File: config.mk
export PLATFORM = sky130hd
export DESIGN_NAME = mbmul_seq
export DESIGN_NICKNAME = d
export VERILOG_FILES = /design/src/rtl/mbmul_seq.sv
export SDC_FILE = /design/constraint.sdc
export NUM_CORES = 1
export LEC_CHECK = 0
export BUFFER_PORTS_ARGS = -buffer_cell sky130_fd_sc_hd__buf_2
export CAP_MARGIN = 5
export CORE_MARGIN = 3
export CORE_UTILIZATION = 25
export DETAILED_ROUTE_END_ITERATION = 8
export PLACE_DENSITY = 0.46
export SLEW_MARGIN = 15
export SYNTH_ARGS = -nofsm -noshare
export SYNTH_HDL_FRONTEND = slang
export SYNTH_SLANG_ARGS = --single-unit
File: constraint.sdc
create_clock -name clk_i -period 6.2 [get_ports clk_i]
set_input_delay 0.93 -clock clk_i [delete_from_list [all_inputs] [get_ports clk_i]]
set_output_delay 0.93 -clock clk_i [all_outputs]
set_load 0.05 [all_outputs]
File: src/rtl/mbmul_seq.sv
// Iterative radix-4 modified-Booth multiplier: DPC Booth digits per clock,
// valid/ready on both sides, synchronous abort via clear_i.
module mbmul_seq #(
  parameter int unsigned M_DW = 8,
  parameter int unsigned N_DW = 8,
  parameter int unsigned DPC  = 1
) (
  input  logic                   clk_i,
  input  logic                   rst_i,
  input  logic                   in_valid_i,
  output logic                   in_ready_o,
  input  logic [M_DW-1:0]        m_i,
  input  logic [N_DW-1:0]        n_i,
  input  logic                   signed_i,
  input  logic                   clear_i,
  output logic                   out_valid_o,
  input  logic                   out_ready_i,
  output logic [M_DW+N_DW-1:0]   p_o,
  output logic                   busy_o
);

  localparam int unsigned C_DW = M_DW + N_DW;
  localparam int unsigned ND   = N_DW / 2 + 1;
  localparam int unsigned ITER = (ND + DPC - 1) / DPC;
  localparam int unsigned AW   = C_DW + 3;
  localparam int unsigned NB   = 2 * ITER * DPC + 1;
  localparam int unsigned CW   = (ITER > 1) ? $clog2(ITER) : 1;

  typedef enum logic [1:0] {S_IDLE, S_CALC, S_DONE} state_t;

  state_t          state_q, state_d;
  logic [CW-1:0]   cnt_q, cnt_d;
  logic [AW-1:0]   mm_q, mm_d;
  logic [AW-1:0]   acc_q, acc_d;
  logic [NB-1:0]   nn_q, nn_d;
  logic [C_DW-1:0] p_q, p_d;
  logic            in_ready_q, in_ready_d;
  logic            out_valid_q, out_valid_d;
  logic            busy_q, busy_d;

  logic [AW-1:0]   acc_sum_c;
  logic [M_DW:0]   m_ext_c;
  logic [NB-1:0]   n_ext_c;
  logic            last_c;

  assign last_c      = (cnt_q == CW'(ITER - 1));
  assign in_ready_o  = in_ready_q;
  assign out_valid_o = out_valid_q;
  assign busy_o      = busy_q;
  assign p_o         = p_q;

  // State and datapath registers
  always_ff @(posedge clk_i or posedge rst_i) begin
    if (rst_i) begin
      state_q     <= S_IDLE;
      cnt_q       <= '0;
      mm_q        <= '0;
      acc_q       <= '0;
      nn_q        <= '0;
      p_q         <= '0;
      in_ready_q  <= 1'b1;
      out_valid_q <= 1'b0;
      busy_q      <= 1'b0;
    end else begin
      state_q     <= state_d;
      cnt_q       <= cnt_d;
      mm_q        <= mm_d;
      acc_q       <= acc_d;
      nn_q        <= nn_d;
      p_q         <= p_d;
      in_ready_q  <= in_ready_d;
      out_valid_q <= out_valid_d;
      busy_q      <= busy_d;
    end
  end

  // Next state; clear_i overrides both handshakes
  always_comb begin
    state_d = state_q;
    if (clear_i) begin
      state_d = S_IDLE;
    end else begin
      case (state_q)
        S_IDLE:  if (in_valid_i)  state_d = S_CALC;
        S_CALC:  if (last_c)      state_d = S_DONE;
        S_DONE:  if (out_ready_i) state_d = S_IDLE;
        default: state_d = S_IDLE;
      endcase
    end
  end

  // Booth digit recoding and accumulation of DPC partial products
  always_comb begin
    logic [2:0]    dig;
    logic [AW-1:0] pp;
    acc_sum_c = acc_q;
    for (int j = 0; j < int'(DPC); j++) begin
      dig = nn_q[2*j +: 3];
      pp  = '0;
      if ((dig == 3'b011) || (dig == 3'b100)) begin
        pp = mm_q << (2*j + 1);
      end else if (dig[1] ^ dig[0]) begin
        pp = mm_q << (2*j);
      end
      if (dig[2] && !(dig[1] && dig[0])) begin
        pp = (~pp) + 1'b1;
      end
      acc_sum_c = acc_sum_c + pp;
    end
  end

  // Datapath and registered outputs
  always_comb begin
    cnt_d   = cnt_q;
    mm_d    = mm_q;
    acc_d   = acc_q;
    nn_d    = nn_q;
    p_d     = p_q;
    m_ext_c = {signed_i & m_i[M_DW-1], m_i};
    n_ext_c = {{(NB-N_DW-1){signed_i & n_i[N_DW-1]}}, n_i, 1'b0};
    case (state_q)
      S_IDLE: begin
        if (in_valid_i && !clear_i) begin
          mm_d  = {{(AW-M_DW-1){m_ext_c[M_DW]}}, m_ext_c};
          nn_d  = n_ext_c;
          acc_d = '0;
          cnt_d = '0;
        end
      end
      S_CALC: begin
        // multiplicand moves up and multiplier down, so digit j always sits at bit 2j
        acc_d = acc_sum_c;
        mm_d  = mm_q << (2*DPC);
        nn_d  = {{(2*DPC){nn_q[NB-1]}}, nn_q[NB-1:2*DPC]};
        cnt_d = cnt_q + 1'b1;
        if (last_c) p_d = acc_sum_c[C_DW-1:0];
      end
      default: ;
    endcase
    if (clear_i) p_d = '0;
    in_ready_d  = (state_d == S_IDLE);
    out_valid_d = (state_d == S_DONE);
    busy_d      = (state_d != S_IDLE);
  end

endmodule

After elaboration in Yosys (flattened, before gate mapping)
Index checks and enable logic that the tools add are counted.
{ "op_classes": {"n_eq_ne": 7, "bitwise_logic": 5, "n_reduce_logical": 15, "add_sub_neg": 3, "n_mux": 19} }
{ "ops": {"columns": ["op", "n"], "rows": [
  ["$mux W19", 5],
  ["$pmux W19 S2", 2],
  ["$mux W16", 3],
  ["$pmux W11 S2", 1],
  ["$add A19 B1 Y19 const B", 1],
  ["$add A19 B19 Y19", 1],
  ["$not A19 Y19", 1],
  ["$mux W11", 1],
  ["$mux W2", 4],
  ["$reduce_bool A2 Y1", 4],
  ["$eq A3 B3 Y1 const B", 2],
  ["$pmux W2 S3", 1],
  ["$pmux W3 S2", 1],
  ["$eq A2 B2 Y1 const B", 2],
  ["$logic_not A2 Y1", 2],
  ["$reduce_and A2 Y1", 2],
  ["$add A3 B1 Y3 const B", 1],
  ["$eq A3 B2 Y1 const B", 1],
  ["$logic_and A1 B1 Y1", 3],
  ["$mux W3", 1],
  ["$reduce_and A3 Y1", 1],
  ["$and A1 B1 Y1", 2],
  ["$eq A2 B1 Y1 const B", 1],
  ["$logic_not A1 Y1", 2],
  ["4 further kinds", 4]
]} }
{ "totals": {"regBits": 73, "wordCells": 59} }

Longest topological paths before layout
{ "logic_depth": {"depth_word": 10, "ltp_mapped": 20} }

Least setup slack after synthesis
No wires, ideal clock.
{ "synth_timing": {"kind": "reg2reg", "startpoint": "register nn_q[0]", "endpoint": "register p_q[15] (netlist: p_o[15])", "arrival_ns": 3.693, "setup_ns": 0.125, "path_buffers": 2, "path_slack_ns": 2.381, "path_stages_with_launch": 20, "synth_period_minus_slack_ns": 3.819, "required_ns": 6.075, "cell_sequence": "dfrtp_1 > ha_1 > mux2i_4 > buf_4 > clkbuf_1 > nor2_1 > a31oi_1 > ha_1 > nor3b_1 > o21a_1 > a21oi_1 > xnor2_1 > ha_1 > a21o_1 > a21o_1 > a21oi_1 > o21ai_0 > a21oi_1 > xnor2_1 > o21ai_1"} }
{ "synth_via": {"elab_chain_cells": 10, "word_cells_on_any_way": 16, "cone_classes": "2 x add/sub; 2 x eq/ne; 6 x mux; 2 x bitwise; 4 x reduce/logical"} }
{ "synth_rtl": {"columns": ["element", "line", "rtl"], "rows": [
  ["from (decl)", "35", "logic [NB-1:0] nn_q, nn_d;"],
  ["from (signal assigned)", "69", "nn_q <= nn_d;"],
  ["$eq A3 B2 Y1, or another cell as far along", "100", "if ((dig == 3'b011) || (dig == 3'b100)) begin"],
  ["$logic_or A1 B1 Y1 or $mux W19 (tied branches)", "100, 102", null],
  ["$mux W19", "100", null],
  ["$not A19 Y19", "106", "pp = (~pp) + 1'b1;"],
  ["$add A19 B1 Y19", "106", null],
  ["$mux W19 (*)", "105", "if (dig[2] && !(dig[1] && dig[0])) begin"],
  ["$add A19 B19 Y19 (*)", "108", "acc_sum_c = acc_sum_c + pp;"],
  ["$mux W16 (*)", "136", "if (last_c) p_d = acc_sum_c[C_DW-1:0];"],
  ["$mux W16 (*)", "121", "case (state_q)"],
  ["$mux W16 (*)", "140", "if (clear_i) p_d = '0;"],
  ["to (signal assigned)", "70", "p_q <= p_d;"],
  ["to (decl)", "36", "logic [C_DW-1:0] p_q, p_d;"]
]} }
Mark *: on every way between the ends. The rest lies on a longest branch, timed or not. The select of a mux whose other input is x is not followed.
A chain may end at the register's enable or synchronous reset.

Worst setup path after layout
{ "layout_timing": {"startpoint": "register nn_q[0]", "endpoint": "register p_q[12] (netlist: p_o[12])"} }
Same word-level chain as after synthesis.

==> metrics <==
Num Clock Sinks=67; Layout area overhead=15.9%; smallest setup slack after layout=1.91 ns; post-DR vias/cell=about 4.8; primary flip-flop cell chosen by synthesis mapping=sky130_fd_sc_hd__dfrtp_1; Post-CTS Resized=0; simple-gate share of the synthesized area=a little over a fifth; mux cell area share after synthesis=between 3 and 4%; Detailed Route Iter0 Violations=146; endpoint required time on the critical path=approximately 6.4 ns; yosys synthesis warning count=0; clock buffer count from CTS=9; gate count of the mapped netlist=502; arrival time at the worst endpoint=4.52 ns; unrepaired setup endpoints after global routing=false; proportion of register bits with asynchronous set or reset after synthesis=100%; final count of pins violating max slew=0; number of rows in the core area=between 40 and 50; sequential share of the synthesized area=just under 40%; leading area contributor after synthesis=sky130_fd_sc_hd__dfrtp_1; number of nets in the finished design=574; outcome=finished clean; Peak Freq=roughly 230 MHz; Post-synth EDFFs=0; slowest cell on the critical path=sky130_fd_sc_hd__mux2i_4; vias in the first global route=3,538; Slew @ Worst Pin=0.898 ns; global-route congestion overflow total=0; list of cells traversed by the critical path=ha_1, mux2i_4, mux2i_1, nand3_1, inv_1, nand2_1, nand2_1, xor2_1, ha_1, a21oi_1, nand2_1, a21o_1, a21oi_1, a211oi_1, or3_1, a32o_1; n_diodes=0; post-placement cell area=roughly 4700 um^2; CTS hold repair buffers=0; worst hold-check path type=reg -> reg; die span in y=approximately 140 um; layout cell share with drive strength beyond 1=around 14%; combined area of all synthesized cells=about 4300 um^2; number of distinct standard cells referenced by the synthesized netlist=60; largest fanout of any net on the critical path=27; clock buffer depth=2; total detailed-routing wirelength=approximately 11,000 um; DR pass1 iterations=4; placed wire-length estimate after detailed placement=roughly 7600 um; most numerous cell on the critical path=sky130_fd_sc_hd__nand2_1; Worst Setup Slack post-DPL=slightly below 2 ns; maxcap violations=0; CTS H-Tree Depth=3; initial antenna violation count=0; Core Area=~17,000 um^2; register bit count reported by yosys=67; number of buffers added for setup after CTS=0; launching element type of the critical path=register; count of endpoints failing hold in the final timing report=0; post-route DRC violation count=0; Critical Setup Path Class=reg -> reg; GRT Util Overall=between 10% and 20%; latest clock arrival within the worst-skew pair=0.35 ns; clock transition at the registers of the reported paths=~0.06 ns; first-pass GRT wire length=between 15,000 and 20,000 um; number of cells in the design after placement=between 700 and 800; final cell count without fillers=between 700 and 800; CP delay by family, top=multiplexers; total setup violations reported at the end of the flow=0; post-synthesis area per instance=between 8 and 9 um^2; clock tree from TritonCTS=built; finished layout cell area=4940 um^2; total buffers and inverters traversed by the critical path=1; adder-cell share of the synthesized area=7.22%; remaining number of nets flagged by the antenna check after routing=0; Die Outline Area=about 19,000 um^2; number of top-level pins=41; Crit. End Element=register; Root Driver=sky130_fd_sc_hd__clkbuf_16; Port-buffer cells=40; area fraction in compound gates after synthesis=about 19%; Vias=3,620; Final period util=roughly 69%; initial core utilization=roughly 26%; RePlAce Congestion=just over 0.8; CP max stage delay=0.65 ns; wire per inst=14.3 um; worst clock skew on the final layout=~0.0076 ns; Tmin final=4.29 ns; Sum Neg Setup Slack=0 ns; xor/xnor share of the synthesized area=4.73%; net count after synthesis=around 550; x dimension of the die=between 100 and 150 um; dominant combinational cell family by area after synthesis=simple AND/OR/NAND/NOR gates; biggest area contributors in the synthesized netlist=sky130_fd_sc_hd__dfrtp_1 39%, sky130_fd_sc_hd__ha_1 6.8%, sky130_fd_sc_hd__nand2_1 6.5%, sky130_fd_sc_hd__o21ai_0 4.9%, sky130_fd_sc_hd__a21oi_1 3.3%; maximum number of pins on one net before global-route repair=68; filler cell count in the final layout=1,788; worst slew margin relative to its limit=between 40 and 50%; fraction of post-synthesis cell area in the top cell type by area=38.7%
## tightest hold or removal path, cell delays in order (launching register included)
cell and delay [ns]:
sky130_fd_sc_hd__dfrtp_1 0.34, sky130_fd_sc_hd__nand2_1 0.05, sky130_fd_sc_hd__nand2_1 0.05
## final timing paths
check	from	to	slack [ns]	depth (start not counted)
worst max-delay path	nn_q[0]$_DFFE_PP0P_	p_o[12]$_DFFE_PP0P_	1.91	16
worst min-delay path	nn_q[10]$_DFFE_PP0P_	nn_q[10]$_DFFE_PP0P_	0.47	2
worst max register to register	nn_q[0]$_DFFE_PP0P_	p_o[12]$_DFFE_PP0P_	1.91	16
worst min register to register	nn_q[10]$_DFFE_PP0P_	nn_q[10]$_DFFE_PP0P_	0.47	2
max in group asynchronous	rst_i	busy_o$_DFF_PP0_	4.77	3
min in group asynchronous	rst_i	p_o[1]$_DFFE_PP0P_	0.86	3
## cells in the mapped netlist (8+ instances only)
| cell type | number |
|---|---|
| sky130_fd_sc_hd__nand2_1 | 74 |
| sky130_fd_sc_hd__dfrtp_1 | 66 |
| sky130_fd_sc_hd__o21ai_0 | 42 |
| sky130_fd_sc_hd__nor2_1 | 37 |
| sky130_fd_sc_hd__a21oi_1 | 28 |
| sky130_fd_sc_hd__clkbuf_1 | 27 |
| sky130_fd_sc_hd__nand3_1 | 26 |
| sky130_fd_sc_hd__ha_1 | 23 |
| sky130_fd_sc_hd__a31oi_1 | 19 |
| sky130_fd_sc_hd__inv_1 | 18 |
| sky130_fd_sc_hd__xnor2_1 | 16 |
| sky130_fd_sc_hd__and3_1 | 11 |
| sky130_fd_sc_hd__nor3_1 | 10 |
| sky130_fd_sc_hd__a22oi_1 | 9 |
| sky130_fd_sc_hd__mux2i_1 | 8 |
## layout make-up
cell class	instances	area (um^2)	share of cell area, %
Clock buffer	10	239	4.84
Clock inverter	6	41.3	0.836
Inverter	18	67.6	1.37
Multi-Input combinational cell	387	2400	48.6
Sequential cell	67	1680	34.0
Tap cell	220	275	5.57
Timing Repair Buffer	45	238	4.81
## layout by cell type, fill, tap and decap left out, types with 3 or more instances in the layout
| cell | count |
|---|---|
| sky130_fd_sc_hd__a21oi_1 | 28 |
| sky130_fd_sc_hd__o31ai_1 | 5 |
| sky130_fd_sc_hd__a22oi_1 | 9 |
| sky130_fd_sc_hd__buf_4 | 5 |
| sky130_fd_sc_hd__and2_1 | 4 |
| sky130_fd_sc_hd__and3_1 | 11 |
| sky130_fd_sc_hd__o21a_1 | 3 |
| sky130_fd_sc_hd__xor2_1 | 7 |
| sky130_fd_sc_hd__ha_1 | 23 |
| sky130_fd_sc_hd__nor3_1 | 10 |
| sky130_fd_sc_hd__buf_2 | 40 |
| sky130_fd_sc_hd__o21ai_0 | 42 |
| sky130_fd_sc_hd__nand3_1 | 26 |
| sky130_fd_sc_hd__clkinvlp_4 | 3 |
| sky130_fd_sc_hd__nand2_1 | 74 |
| sky130_fd_sc_hd__a21o_1 | 7 |
| sky130_fd_sc_hd__clkbuf_16 | 9 |
| sky130_fd_sc_hd__nand4_1 | 3 |
| sky130_fd_sc_hd__a31oi_1 | 19 |
| sky130_fd_sc_hd__dfrtp_1 | 66 |
| sky130_fd_sc_hd__mux2i_1 | 8 |
| sky130_fd_sc_hd__inv_1 | 17 |
| sky130_fd_sc_hd__nor2b_1 | 6 |
| sky130_fd_sc_hd__nand2b_1 | 6 |
| sky130_fd_sc_hd__xnor2_1 | 16 |
| sky130_fd_sc_hd__nor2_1 | 37 |
## stage by stage
step / utilization, % / hold slack [ns]
2_1_floorplan: - / 0.439
3_3_place_gp: 28.0 / 0.453
3_5_place_dp: 28.0 / 0.457
4_1_cts: 29.7 / 0.470
5_1_grt: 29.7 / 0.505
6_report: 29.7 / 0.467
## kinds of logic (layout without fill, tap and decap cells)
group / after synthesis / count (layout)
xor+xnor: 23 / 23
buf+inv: 48 / 79
fa+ha+maj: 24 / 24
simple gates: 194 / 194
mux: 12 / 12
compound gates: 134 / 134
flops: 67 / 67
## routing by layer
layer	GRT usage [%]	vias to the layer above	wire (um)
met1	16.2	1725	5250
met4	5.54	0	192
li1	-	1824	-
met3	2.43	11	363
met2	19.5	60	4930
met5	0	-	0
## registers in the layout, indices dropped and copies added, names as in the netlist
name	count
mm_q	16
acc_q	16
out_valid_o	1
cnt_q	3
p_o	16
nn_q	11
in_ready_o	1
busy_o	1
state_q	2
Power is not shown: default switching activity piles up to over one toggle a cycle in this logic, so the estimate is an artifact.
